===== src/rtl/elevator_request_scheduler_pkg.sv =====
// ---------------------------------------------------------------------------
// elevator_pkg
// Shared definitions for the elevator request scheduler and the elevator
// state machine it drives: floor-number width, scheduler state encoding and
// SCAN direction encoding.
// ---------------------------------------------------------------------------
package elevator_pkg;

    localparam int FLOOR_W = 4;

    typedef enum logic [1:0] {
        IDLE  = 2'b00,
        SERVE = 2'b01,
        DWELL = 2'b10
    } state_t;

    localparam logic DIR_UP   = 1'b0;
    localparam logic DIR_DOWN = 1'b1;

endpackage


===== src/rtl/elevator_request_scheduler_button_sync_edge.sv =====
// ---------------------------------------------------------------------------
// button_sync_edge
// Two-flop synchronizer per button bit followed by a rising-edge detector.
//
// Ports:
//   clk     - clock
//   rst_n   - asynchronous active-low reset
//   i_btn   - raw asynchronous button levels
//   o_rise  - one-cycle pulse per bit on a synchronized 0->1 transition
// ---------------------------------------------------------------------------
module button_sync_edge #(
    parameter int WIDTH = 10
) (
    input  logic             clk,
    input  logic             rst_n,
    input  logic [WIDTH-1:0] i_btn,
    output logic [WIDTH-1:0] o_rise
);

    logic [WIDTH-1:0] r_meta;
    logic [WIDTH-1:0] r_sync;
    logic [WIDTH-1:0] r_prev;
    logic [2:0]       r_arm;

    always_ff @(posedge clk or negedge rst_n) begin
        if (!rst_n) begin
            r_meta <= '0;
            r_sync <= '0;
            r_prev <= '0;
            r_arm  <= '0;
        end else begin
            r_meta <= i_btn;
            r_sync <= r_meta;
            r_prev <= r_sync;
            r_arm  <= {r_arm[1:0], 1'b1};
        end
    end

    // The pipeline comes out of reset all-zero, so a button held through reset
    // would look like a fresh press once it reaches r_sync. Edges are ignored
    // until the pipeline has been refilled from the live inputs; a held button
    // then needs a release and a new press to register.
    assign o_rise = (r_sync & ~r_prev) & {WIDTH{r_arm[2]}};

endmodule


===== src/rtl/elevator_request_scheduler.sv =====
// ---------------------------------------------------------------------------
// elevator_request_scheduler
// Captures hall/car call buttons into a pending-request register, selects the
// next target with a SCAN (collective-direction) policy, drives the target to
// the elevator state machine, clears requests as they are served and holds the
// door open for a dwell period at every stop.
//
// Ports:
//   clk                - clock
//   rst_n              - asynchronous active-low reset
//   i_call_btn         - raw button levels, bit i = floor i
//   i_current_floor    - floor reported by the elevator controller
//   i_elevator_idle    - elevator controller not moving
//   o_requested_floor  - target floor to the elevator controller
//   o_pending          - outstanding requests
//   o_door_open        - high during dwell
//   o_dir_down         - SCAN direction (0 = up, 1 = down)
//   o_busy             - scheduler not idle
// ---------------------------------------------------------------------------
module elevator_request_scheduler #(
    parameter int          NUM_FLOORS  = 10,
    parameter int          FLOOR_W     = elevator_pkg::FLOOR_W,
    parameter logic [31:0] DWELL_COUNT = 32'd50000000
) (
    input  logic                  clk,
    input  logic                  rst_n,
    input  logic [NUM_FLOORS-1:0] i_call_btn,
    input  logic [FLOOR_W-1:0]    i_current_floor,
    input  logic                  i_elevator_idle,
    output logic [FLOOR_W-1:0]    o_requested_floor,
    output logic [NUM_FLOORS-1:0] o_pending,
    output logic                  o_door_open,
    output logic                  o_dir_down,
    output logic                  o_busy
);

    import elevator_pkg::*;

    state_t                r_state;
    logic [NUM_FLOORS-1:0] r_pending;
    logic [FLOOR_W-1:0]    r_req;
    logic                  r_door;
    logic                  r_dir;
    logic                  r_busy;
    logic [31:0]           r_dwell_cnt;

    logic [NUM_FLOORS-1:0] w_rise;
    logic [NUM_FLOORS-1:0] w_cur_oh;
    logic [NUM_FLOORS-1:0] w_tgt_oh;
    logic [NUM_FLOORS-1:0] w_set;
    logic [NUM_FLOORS-1:0] w_clr;
    logic [NUM_FLOORS-1:0] w_pending_nxt;
    logic                  w_here;
    logic                  w_edge_here;
    logic                  w_have_above;
    logic                  w_have_below;
    logic [FLOOR_W-1:0]    w_above;
    logic [FLOOR_W-1:0]    w_below;
    logic                  w_arrive;
    logic                  w_dwell_done;

    button_sync_edge #(
        .WIDTH (NUM_FLOORS)
    ) u_btn (
        .clk    (clk),
        .rst_n  (rst_n),
        .i_btn  (i_call_btn),
        .o_rise (w_rise)
    );

    // Floor search. A current_floor outside the served range matches no bit,
    // so here stays 0 while above/below still resolve against it.
    always_comb begin
        w_cur_oh     = '0;
        w_tgt_oh     = '0;
        w_here       = 1'b0;
        w_edge_here  = 1'b0;
        w_have_above = 1'b0;
        w_have_below = 1'b0;
        w_above      = '0;
        w_below      = '0;
        // Descending scan: the last hit is the lowest floor above.
        for (int i = NUM_FLOORS - 1; i >= 0; i--) begin
            if (r_pending[i] && (FLOOR_W'(i) > i_current_floor)) begin
                w_have_above = 1'b1;
                w_above      = FLOOR_W'(i);
            end
        end
        // Ascending scan: the last hit is the highest floor below.
        for (int i = 0; i < NUM_FLOORS; i++) begin
            if (r_pending[i] && (FLOOR_W'(i) < i_current_floor)) begin
                w_have_below = 1'b1;
                w_below      = FLOOR_W'(i);
            end
            w_cur_oh[i] = (FLOOR_W'(i) == i_current_floor);
            w_tgt_oh[i] = (FLOOR_W'(i) == r_req);
        end
        w_here      = |(r_pending & w_cur_oh);
        w_edge_here = |(w_rise & w_cur_oh);
    end

    assign w_arrive     = (i_current_floor == r_req) && i_elevator_idle;
    assign w_dwell_done = (r_dwell_cnt == DWELL_COUNT - 32'd1);

    // Pending update: new edges set, served floors clear, clear wins per bit.
    // While idle, a press at the current floor is served straight away, so it
    // is cleared in the same cycle it would otherwise have become visible.
    // While the door is open, a press at that floor only extends the dwell.
    always_comb begin
        w_set = w_rise;
        w_clr = '0;
        case (r_state)
            IDLE: begin
                if (w_here || w_edge_here) begin
                    w_clr = w_cur_oh;
                end
            end
            SERVE: begin
                if (w_arrive) begin
                    w_clr = w_tgt_oh;
                end
            end
            DWELL: begin
                w_set = w_rise & ~w_cur_oh;
            end
            default: begin
                w_set = w_rise;
            end
        endcase
        w_pending_nxt = (r_pending | w_set) & ~w_clr;
    end

    always_ff @(posedge clk or negedge rst_n) begin
        if (!rst_n) begin
            r_state     <= IDLE;
            r_pending   <= '0;
            r_req       <= '0;
            r_door      <= 1'b0;
            r_dir       <= DIR_UP;
            r_busy      <= 1'b0;
            r_dwell_cnt <= '0;
        end else begin
            r_pending <= w_pending_nxt;
            case (r_state)
                IDLE: begin
                    // Keep the elevator parked where it is.
                    r_req <= i_current_floor;
                    if (w_here || w_edge_here) begin
                        r_state     <= DWELL;
                        r_door      <= 1'b1;
                        r_busy      <= 1'b1;
                        r_dwell_cnt <= '0;
                    end else if ((r_dir == DIR_UP) && w_have_above) begin
                        r_state <= SERVE;
                        r_req   <= w_above;
                        r_busy  <= 1'b1;
                    end else if (w_have_below) begin
                        r_state <= SERVE;
                        r_req   <= w_below;
                        r_dir   <= DIR_DOWN;
                        r_busy  <= 1'b1;
                    end else if (w_have_above) begin
                        r_state <= SERVE;
                        r_req   <= w_above;
                        r_dir   <= DIR_UP;
                        r_busy  <= 1'b1;
                    end
                end
                SERVE: begin
                    if (w_arrive) begin
                        r_state     <= DWELL;
                        r_door      <= 1'b1;
                        r_dwell_cnt <= '0;
                    end else if ((r_dir == DIR_UP) && w_have_above && (w_above < r_req)) begin
                        // Closer stop in the direction of travel.
                        r_req <= w_above;
                    end else if ((r_dir == DIR_DOWN) && w_have_below && (w_below > r_req)) begin
                        r_req <= w_below;
                    end
                end
                DWELL: begin
                    if (w_edge_here) begin
                        r_dwell_cnt <= '0;
                    end else if (w_dwell_done) begin
                        r_state <= IDLE;
                        r_door  <= 1'b0;
                        r_busy  <= 1'b0;
                    end else begin
                        r_dwell_cnt <= r_dwell_cnt + 32'd1;
                    end
                end
                default: begin
                    r_state <= IDLE;
                    r_door  <= 1'b0;
                    r_busy  <= 1'b0;
                end
            endcase
        end
    end

    assign o_requested_floor = r_req;
    assign o_pending         = r_pending;
    assign o_door_open       = r_door;
    assign o_dir_down        = r_dir;
    assign o_busy            = r_busy;

endmodule


===== config.mk =====
export PLATFORM = sky130hd
export DESIGN_NAME = elevator_request_scheduler
export DESIGN_NICKNAME = d
export VERILOG_FILES = /design/src/rtl/elevator_request_scheduler_pkg.sv /design/src/rtl/elevator_request_scheduler_button_sync_edge.sv /design/src/rtl/elevator_request_scheduler.sv
export SDC_FILE = /design/constraint.sdc
export NUM_CORES = 1
export LEC_CHECK = 0
export BUFFER_PORTS_ARGS = -buffer_cell sky130_fd_sc_hd__clkbuf_2
export CORE_UTILIZATION = 29
export CTS_CLUSTER_SIZE = 30
export DETAILED_ROUTE_END_ITERATION = 7
export PLACE_DENSITY_LB_ADDON = 0.12
export SLEW_MARGIN = 20
export SYNTH_ARGS = -nofsm -noshare
export SYNTH_HDL_FRONTEND = slang
export SYNTH_SLANG_ARGS = --single-unit

===== constraint.sdc =====
create_clock -name clk -period 3.2 [get_ports clk]
set_input_delay 0.48 -clock clk [delete_from_list [all_inputs] [get_ports clk]]
set_output_delay 0.48 -clock clk [all_outputs]
set_load 0.01 [all_outputs]

==> flow_summary.json, run 1 <==
{
  "grt_max_degree": 34,
  "rows": 47,
  "clock.fmax_mhz": 336,
  "async_flop_share_pct": 100,
  "vias_per_cell": 5.55,
  "wl_per_cell_um": 17.9,
  "netlist_area_mm2": 0.00493,
  "switching_share_pct": 39.7,
  "hold_violations": 0,
  "cp-end-kind": "flip-flop",
  "pre_cts_ws_ns": -0.105,
  "cp_top_family": "simple AND/OR/NAND/NOR gates",
  "fin_crit_ns": 2.98,
  "start_util_pct": 29.7,
  "antenna_left": 0,
  "power_frac_comb_pct": 37.1,
  "ys_types": 73,
  "holdWs_ns": 0.0547,
  "p_int_w": 0.00240,
  "routed_wl_um": 14800,
  "die_w_um": 132,
  "required_ns": 3.45,
  "fin_ws_ns": 0.220,
  "syn_to_final_growth_pct": 21.6,
  "clock_latency_ns": 0.35,
  "startpoint_type": "flip-flop",
  "synth_fp_nets": 557,
  "via_count": 4598,
  "final_cells": 828,
  "die_area_mm2": 0.0175,
  "r2r_slack_ns": 0.22,
  "vdd_drop_max_mv": 0.304,
  "grt_usage_pct": 17.6,
  "cts_hold_buf": 0,
  "core_area_mm2": 0.0166,
  "place.detailed.hpwl_um": 10900,
  "path_common_cell": "nor3_1",
  "diodes": 0,
  "cts_max_level": 3,
  "clkPwrFrac_pct": 28.2,
  "firstDrtPassIters": 5,
  "cts_tree": "done",
  "maxSlewViolCount": 0,
  "gp_congestion": 0.850,
  "stdcell_area_mm2": 0.00600,
  "cts-buffers-inserted": 9,
  "cts_setup_buffers": 0,
  "tightestPinTransition_ns": 0.689,
  "status": "complete, no violations",
  "syn_inst": 532,
  "clkTransAtPathRegs_ns": 0.08,
  "final_cell_mix": "dfrtp_1 (84), buf_4 (49), nand2_1 (46)",
  "rsz0062_at_grt": "false",
  "critPathMaxStageDelay_ns": 0.48,
  "io_pins": 34,
  "relSlewSlack_pct": 53.7,
  "p_switching_w": 0.00158,
  "finClkSkew_ns": 0.0140,
  "fin_nets": 628,
  "path_max_fanout": 7,
  "path_class": "reg -> reg",
  "path_cells": "nor2b_1 > a2bb2oi_1 > nand2_1 > nor4b_2 > ha_1 > and3_1 > o31a_1 > o21a_1 > nor3_1 > buf_4 > nor3_1 > o41ai_1",
  "max-cap-violations": 0,
  "dieHeight_um": 132,
  "setup_viol": 0,
  "fin_tns_setup_ns": 0,
  "cp_data_arrival_time_ns": 3.23,
  "ys.flop_type": "dfrtp_1",
  "min_path_type": "in -> async",
  "path_buf_inv": 1,
  "synth_seq_cells": 84,
  "first_iter_violations": 258,
  "overflow": 0,
  "drc": 0,
  "layout_commonest_cell": "dfrtp_1",
  "yosysWarningCount": 0,
  "cts.sinks": 84,
  "synth_edf_count": 0,
  "cts-root-buf": "clkbuf_16",
  "yosysSeqAreaShare_pct": 42.6,
  "syn_area_per_cell_um2": 9.27,
  "slowest_stage": "dfrtp_1",
  "yosysTopAreaCell": "dfrtp_1",
  "grt_pass1_vias": 4419,
  "cts_resized": 0,
  "seqPwrFrac_pct": 34.7,
  "clk_path_buf_depth": 2,
  "antenna_found_initial": 0,
  "drive_gt1_share_pct": 20.4,
  "placed_cells": 812,
  "grt_pass1_wl_um": 24200,
  "ys_top_cells_by_area": "dfrtp_1 (43%), nand2_1 (3.5%), nand3_1 (3.0%)",
  "fin_crit_sh_pct": 93.1,
  "post-synth-top-area-fraction_pct": 42.6,
  "power_leakage_nw": 2.49,
  "portBuffers": 33,
  "p_per_area_mw_per_mm2": 664,
  "placed_cell_area_mm2": 0.00568
}
logic make-up after synthesis:
kind of cell             after synthesis  share of synthesized area (%)
flip-flops                            84                           42.6
AO/OA/AOI/OAI                        157                           23.1
other                                  1                         0.0760
XOR/XNOR                               5                          0.888
AND/OR/NAND/NOR                      229                           25.4
multiplexers                           7                           1.95
adder cells (fa/ha/maj)                8                           2.03
buffers and inverters                 41                           3.96
state kept, by name, indices dropped and copies added, names as in the netlist:
name and flops:
u_btn.r_sync 10, r_state 2, o_requested_floor 4, o_pending 10, o_busy 1, o_door_open 1
u_btn.r_arm 3, u_btn.r_prev 10, r_dwell_cnt 32, u_btn.r_meta 10, o_dir_down 1
final timing paths:
kind,cells after the start,startpoint,to
max,12,o_pending[7],o_requested_floor[1]
min,1,rst_n,o_requested_floor[0]
max reg2reg,12,o_pending[7],o_requested_floor[1]
min reg2reg,0,u_btn.r_arm[0],u_btn.r_arm[1]
max in group asynchronous,2,rst_n,r_dwell_cnt[5]
min in group clk,1,i_call_btn[6],u_btn.r_meta[6]
through the flow:
stage | power [W] | util (%)
2_1_floorplan | 0.00225 | -
3_3_place_gp | 0.00287 | 34.3
3_5_place_dp | 0.00288 | 34.3
4_1_cts | 0.00402 | 36.2
5_1_grt | 0.00424 | 36.2
6_report | 0.00399 | 36.2
cells in the mapped netlist, types with 3 or more instances:
| master | n |
|---|---|
| mux2i_1 | 4 |
| ha_1 | 8 |
| and2_1 | 5 |
| nor2b_1 | 8 |
| dfrtp_1 | 84 |
| a21oi_1 | 25 |
| or3_1 | 8 |
| nor3_1 | 13 |
| o22ai_1 | 9 |
| o21ai_0 | 21 |
| nand2b_1 | 11 |
| nand3b_1 | 11 |
| a211oi_1 | 7 |
| o21ai_1 | 10 |
| nor3b_1 | 3 |
| a31oi_1 | 6 |
| nand2_1 | 46 |
| o31ai_1 | 15 |
| and3_1 | 9 |
| nand3_1 | 30 |
| nor2_1 | 38 |
| clkbuf_1 | 7 |
| or4_1 | 9 |
| o31a_1 | 3 |
| o211ai_1 | 7 |
| buf_4 | 3 |
| xor2_1 | 4 |
| nand4_1 | 10 |
| inv_1 | 15 |
| a221oi_1 | 13 |
| o21a_1 | 4 |
| or2_1 | 3 |
| buf_2 | 12 |
| a21o_1 | 4 |
| nor4b_1 | 7 |
| nor4_1 | 9 |
routing by layer:
metal | track usage, % | vias to the layer above | part of all wire (%)
met5 | 0 | - | 0
met4 | 5.81 | 0 | 2.0
met3 | 3.49 | 18 | 4.0
met2 | 27.0 | 105 | 46
met1 | 24.7 | 2305 | 48
li1 | - | 2170 | -
worst register-to-register path, stage by stage (launching register included):
cell and delay [ns]:
dfrtp_1 0.48, nor2b_1 0.18, a2bb2oi_1 0.34, nand2_1 0.15, nor4b_2 0.30, ha_1 0.30, and3_1 0.18, o31a_1 0.12
o21a_1 0.12, nor3_1 0.18, buf_4 0.15, nor3_1 0.04, o41ai_1 0.31
power groups by stage:
stage	clock, W	combinational [W]	sequential (W)
2_1_floorplan	0	0.000914	0.00134
3_3_place_gp	0	0.00146	0.00140
3_5_place_dp	0	0.00148	0.00140
4_1_cts	0.00115	0.00148	0.00138
5_1_grt	0.00120	0.00164	0.00141
6_report	0.00112	0.00148	0.00138
cell type report:
cell class	count	area, um2
clock buffer	9	225
inverter	17	63.8
clock inverter	7	88.8
multi-input combinational	407	2660
tap	220	275
sequential	84	2100
timing repair buffer	84	588
fill	1751	10600
(Power assumes the default switching activity.)
==> run 2, diff against run 1 <==
==> constraint.sdc (replaced) <==
create_clock -name clk -period 3.31 [get_ports clk]
set_input_delay 0.4965 -clock clk [delete_from_list [all_inputs] [get_ports clk]]
set_output_delay 0.4965 -clock clk [all_outputs]
set_load 0.02 [all_outputs]
==> run 2 against run 1 <==
Cell count shrank 0.36%. Largest power group unchanged. Final area is 0.90% lower. Sequential share of layout area is 0.32 points higher. Non-clock buffer count shrank 2. Sequential power down 4%. Critical path depth shrank 1. Clock skew shrank 0.0024 ns.
==> flow_summary.json, run 2 (same netlist as run 1, synthesis figures left out) <==
{
  "final_cells": 825,
  "routed_wl_um": 14500,
  "fin_crit_sh_pct": 89.5,
  "overflow": 0,
  "die_w_um": 132,
  "seqPwrFrac_pct": 35.3,
  "cp_data_arrival_time_ns": 3.21,
  "grt_max_degree": 56,
  "max-cap-violations": 0,
  "crit_start": "o_pending[5]",
  "power_frac_comb_pct": 38.8,
  "p_total_w": 0.00376,
  "cp-end-kind": "flip-flop",
  "regMostFlops": "r_dwell_cnt",
  "fin_crit_ns": 2.96,
  "rows": 47,
  "antenna_left": 0,
  "place.detailed.hpwl_um": 10700,
  "first_iter_violations": 350,
  "relSlewSlack_pct": 51.1,
  "status": "complete, no violations",
  "hold_violations": 0,
  "layout_commonest_cell": "dfrtp_1",
  "core_area_mm2": 0.0166,
  "maxSlewViolCount": 0,
  "final_cell_mix": "dfrtp_1 (84), buf_4 (47), nand2_1 (46)",
  "p_switching_w": 0.00154,
  "wl_per_cell_um": 17.6,
  "portBuffers": 33,
  "io_pins": 34,
  "cts.sinks": 84,
  "rsz0062_at_grt": "false",
  "grt_pass1_vias": 4438,
  "power_leakage_nw": 2.46,
  "cts_max_level": 3,
  "setup_viol": 0,
  "drive_gt1_share_pct": 20.0,
  "clock_latency_ns": 0.35,
  "path_class": "reg -> reg",
  "cts_tree": "done",
  "via_count": 4498,
  "p_per_area_mw_per_mm2": 633,
  "tightestPinTransition_ns": 0.723,
  "fin_nets": 626,
  "cts-buffers-inserted": 9,
  "cts_hold_buf": 0,
  "placed_cells": 810,
  "min_path_type": "in -> async",
  "path_max_fanout": 4,
  "grt_usage_pct": 17.4,
  "dieHeight_um": 132,
  "r2r_start": "o_pending[5]",
  "firstDrtPassIters": 5,
  "p_int_w": 0.00222,
  "switching_share_pct": 41.1,
  "grt_pass1_wl_um": 24000,
  "antenna_found_initial": 0,
  "required_ns": 3.56,
  "start_util_pct": 29.7,
  "gp_congestion": 0.877,
  "clk_path_buf_depth": 2,
  "drc": 0,
  "largest_reg_flops": 32,
  "vias_per_cell": 5.45,
  "clkTransAtPathRegs_ns": 0.07,
  "cts-root-buf": "clkbuf_16",
  "clock.fmax_mhz": 338,
  "finClkSkew_ns": 0.0116,
  "clkPwrFrac_pct": 25.8,
  "diodes": 0,
  "die_area_mm2": 0.0175,
  "startpoint_type": "flip-flop",
  "vdd_drop_max_mv": 0.339,
  "syn_to_final_growth_pct": 20.5
}
==> run 2: cell count changes in the layout (fill, tap and decap cells not counted) <==
cell | previous run | this run
buf_4 | 49 | 47
clkinv_4 | 0 | 2
inv_8 | 3 | 1
bufinv_16 | 1 | 0
clkinv_2 | 0 | 1
inv_6 | 2 | 1
nand3_1 | 29 | 30
nand3_2 | 1 | 0
nor3_1 | 13 | 12
nor3_2 | 1 | 2
==> run 2: cell type report <==
type	instances	area, um2
clock buffers	9	225
clock inverters	6	50.0
fillers	1756	10600
inverters	17	63.8
multi-input cells	407	2660
flip-flops and latches	84	2100
well taps	220	275
repair buffers	82	573
==> run 2: critical path: stages, from the launching register on <==
cell and delay [ns]:
dfrtp_1 0.46, or2_2 0.35, a21oi_2 0.24, nand2_1 0.13, nor4b_2 0.30, ha_1 0.30, and3_1 0.17, o31a_1 0.11
o21ai_1 0.14, nand3_1 0.12, and2_1 0.19, o41ai_1 0.34
==> run 2: through the flow <==
stage / hold WS [ns] / utilization (%) / setup slack, ns / setup TNS [ns] / instance area [um2]
3_5_place_dp: 0.335 / 34.1 / -0.00327 / -0.00327 / 5660
4_1_cts: 0.200 / 35.8 / 0.127 / 0 / 5940
5_1_grt: 0.240 / 35.9 / 0.0466 / 0 / 5950
2_1_floorplan: 0.201 / - / 0.0550 / 0 / 4940
6_report: 0.159 / 35.9 / 0.348 / 0 / 5950
3_3_place_gp: 0.332 / 34.1 / 0.0566 / 0 / 5660
==> run 2: power by group through the flow <==
stage	registers (W)	logic (W)	clock network, W
after floorplan	0.00135	0.000880	0
after global placement	0.00135	0.00145	0
after detailed placement	0.00135	0.00145	0
after CTS	0.00133	0.00146	0.000999
after global routing	0.00135	0.00161	0.00104
final	0.00133	0.00146	0.000972
==> run 2: what timing repair did <==
action | 4_1_cts | 5_1_grt
gates resized for setup | 0 | 2
buffers inserted | 0 | 0
endpoints found under the setup margin | 0 | 3
==> run 2: path summary, 6_finish.rpt <==
path                       cells after the start                    to  slack [ns]
max                                           11  o_requested_floor[1]        0.35
min                                            1  o_requested_floor[0]        0.16
max reg2reg                                   11  o_requested_floor[1]        0.35
min reg2reg                                    0       u_btn.r_sync[3]        0.35
max in group asynchronous                      2          o_pending[4]        2.38
min in group clk                               1       u_btn.r_meta[1]        0.25
==> run 2: routing by layer <==
| metal | up-vias | wire, um | global-route usage (%) |
|---|---|---|---|
| li1 | 2163 | - | - |
| met1 | 2220 | 7120 | 24.5 |
| met2 | 99 | 6630 | 27.2 |
| met3 | 16 | 500 | 2.41 |
| met4 | 0 | 230 | 6.45 |
| met5 | - | 0 | 0 |
==> run 3, diff against run 2 <==
CTS_BUF_LIST = sky130_fd_sc_hd__clkbuf_4 sky130_fd_sc_hd__clkbuf_8   (was default)
==> run 3 against run 2 <==
Global-route usage hardly changed. Critical path depth stayed put. Setup slack worse by 0.021 ns. Count of clock-buffer cells in the layout stayed put. Total power is 7.2% lower. Critical path type unchanged. Largest power group unchanged.
==> flow_summary.json, run 3 (same netlist as run 1, synthesis figures left out) <==
{
  "status": "complete, no violations",
  "antenna_left": 0,
  "reg2reg_to": "o_requested_floor[1]",
  "antenna_found_initial": 0,
  "rsz0062_at_grt": "false",
  "grt_usage_pct": 17.4,
  "regMostFlops": "r_dwell_cnt",
  "fin_crit_sh_pct": 90.1,
  "tightestPinTransition_ns": 0.755,
  "core_area_mm2": 0.0166,
  "fin_nets": 626,
  "fin_crit_ns": 2.98,
  "cp_data_arrival_time_ns": 3.27,
  "r2r_slack_ns": 0.33,
  "start_util_pct": 29.7,
  "cts-root-buf": "clkbuf_8",
  "ff_latch_area_mm2": 0.00210,
  "portBuffers": 33,
  "drive_gt1_share_pct": 20.0,
  "rr_worst_depth": 11,
  "fin_tns_setup_ns": 0,
  "clkTransAtPathRegs_ns": 0.11,
  "p_total_w": 0.00349,
  "multi_input_area_mm2": 0.00266,
  "max-cap-violations": 0,
  "place.detailed.hpwl_um": 10700,
  "final_cells": 825,
  "setup_viol": 0,
  "cts_setup_buffers": 0,
  "cts_max_level": 3,
  "startpoint_type": "flip-flop",
  "min_path_type": "in -> async",
  "via_count": 4489,
  "placed_cells": 810,
  "largest_reg_flops": 32,
  "placed_cell_area_mm2": 0.00566,
  "stdcell_area_mm2": 0.00584,
  "crit_start": "o_pending[5]",
  "die_area_mm2": 0.0175,
  "dieHeight_um": 132,
  "hold_violations": 0,
  "firstDrtPassIters": 4,
  "cts.sinks": 84,
  "cts_tree": "done",
  "path_class": "reg -> reg",
  "r2r_start": "o_pending[5]",
  "routed_wl_um": 14400,
  "grt_pass1_vias": 4450,
  "die_w_um": 132,
  "maxSlewViolCount": 0,
  "grt_pass1_wl_um": 24000,
  "final_cell_mix": "dfrtp_1 (84), buf_4 (47), nand2_1 (46)",
  "path_max_fanout": 4,
  "finClkSkew_ns": 0.0222,
  "first_iter_violations": 293,
  "power_leakage_nw": 2.42,
  "layout_commonest_cell": "dfrtp_1",
  "syn_to_final_growth_pct": 18.5,
  "n_fill_cell": 1763,
  "required_ns": 3.60,
  "wl_per_cell_um": 17.5,
  "overflow": 0,
  "io_pins": 34,
  "cts-buffers-inserted": 9,
  "diodes": 0,
  "clock.fmax_mhz": 335,
  "clk_path_buf_depth": 2,
  "gp_congestion": 0.877,
  "relSlewSlack_pct": 49.3,
  "grt_max_degree": 56,
  "rows": 47,
  "vdd_drop_max_mv": 0.297,
  "p_per_area_mw_per_mm2": 597,
  "clock_latency_ns": 0.39,
  "cp-end-kind": "flip-flop",
  "vias_per_cell": 5.44,
  "drc": 0,
  "cp-endpoint": "o_requested_floor[1]"
}
-- run 3: per-layer routing --
layer	vias up	track usage (%)	wire [um]
li1	2167	-	-
met5	-	0	0
met1	2214	24.5	7060
met3	18	2.87	543
met4	0	5.68	217
met2	90	27.0	6610
-- run 3: stage by stage --
stage	utilization, %	worst slack, ns	hold slack, ns
2_1_floorplan	-	0.0550	0.201
3_3_place_gp	34.1	0.0566	0.332
3_5_place_dp	34.1	-0.00327	0.335
4_1_cts	35.2	0.129	0.154
5_1_grt	35.2	0.0405	0.201
6_report	35.2	0.327	0.119
-- run 3: critical path, stage by stage, from the launching register on --
cell and delay (ns):
dfrtp_1 0.48, or2_2 0.35, a21oi_2 0.24, nand2_1 0.13
nor4b_2 0.30, ha_1 0.30, and3_1 0.17, o31a_1 0.12
o21a_1 0.13, nor3_2 0.29, nor3_1 0.08, o41ai_1 0.30
-- run 3: area by class of cell --
class / count / share of cell area [%]
clock buffer: 9 / 2.12
clock inverter: 6 / 0.856
inverter: 17 / 1.09
multi-input combinational: 407 / 45.5
sequential: 84 / 36.0
tap: 220 / 4.71
timing repair buffer: 82 / 9.81
-- run 3: how the worst min path moves through the flow --
| stage | startpoint | endpoint | slack, ns | depth (start not counted) |
|---|---|---|---|---|
| floorplan | rst_n | o_busy | 0.20 | 0 |
| global placement | u_btn.r_meta[0] | u_btn.r_sync[0] | 0.33 | 0 |
| detailed placement | u_btn.r_meta[1] | u_btn.r_sync[1] | 0.33 | 0 |
| CTS | rst_n | o_requested_floor[0] | 0.15 | 1 |
| global route | i_call_btn[6] | u_btn.r_meta[6] | 0.20 | 1 |
| finish | rst_n | o_requested_floor[0] | 0.12 | 1 |
-- run 3: report_power, final --
group	leakage, nW	switching, W	total, W	internal [W]
clock	0.0876	0.000422	0.000700	0.000278
combinational	1.30	0.000897	0.00146	0.000567
sequential	1.03	0.000191	0.00133	0.00114
total	2.42	0.00151	0.00349	0.00198
-- run 3: timing repair --
action,CTS,global route
endpoints found under the setup margin,0,3
resized for setup,0,2
hold buffers,0,0
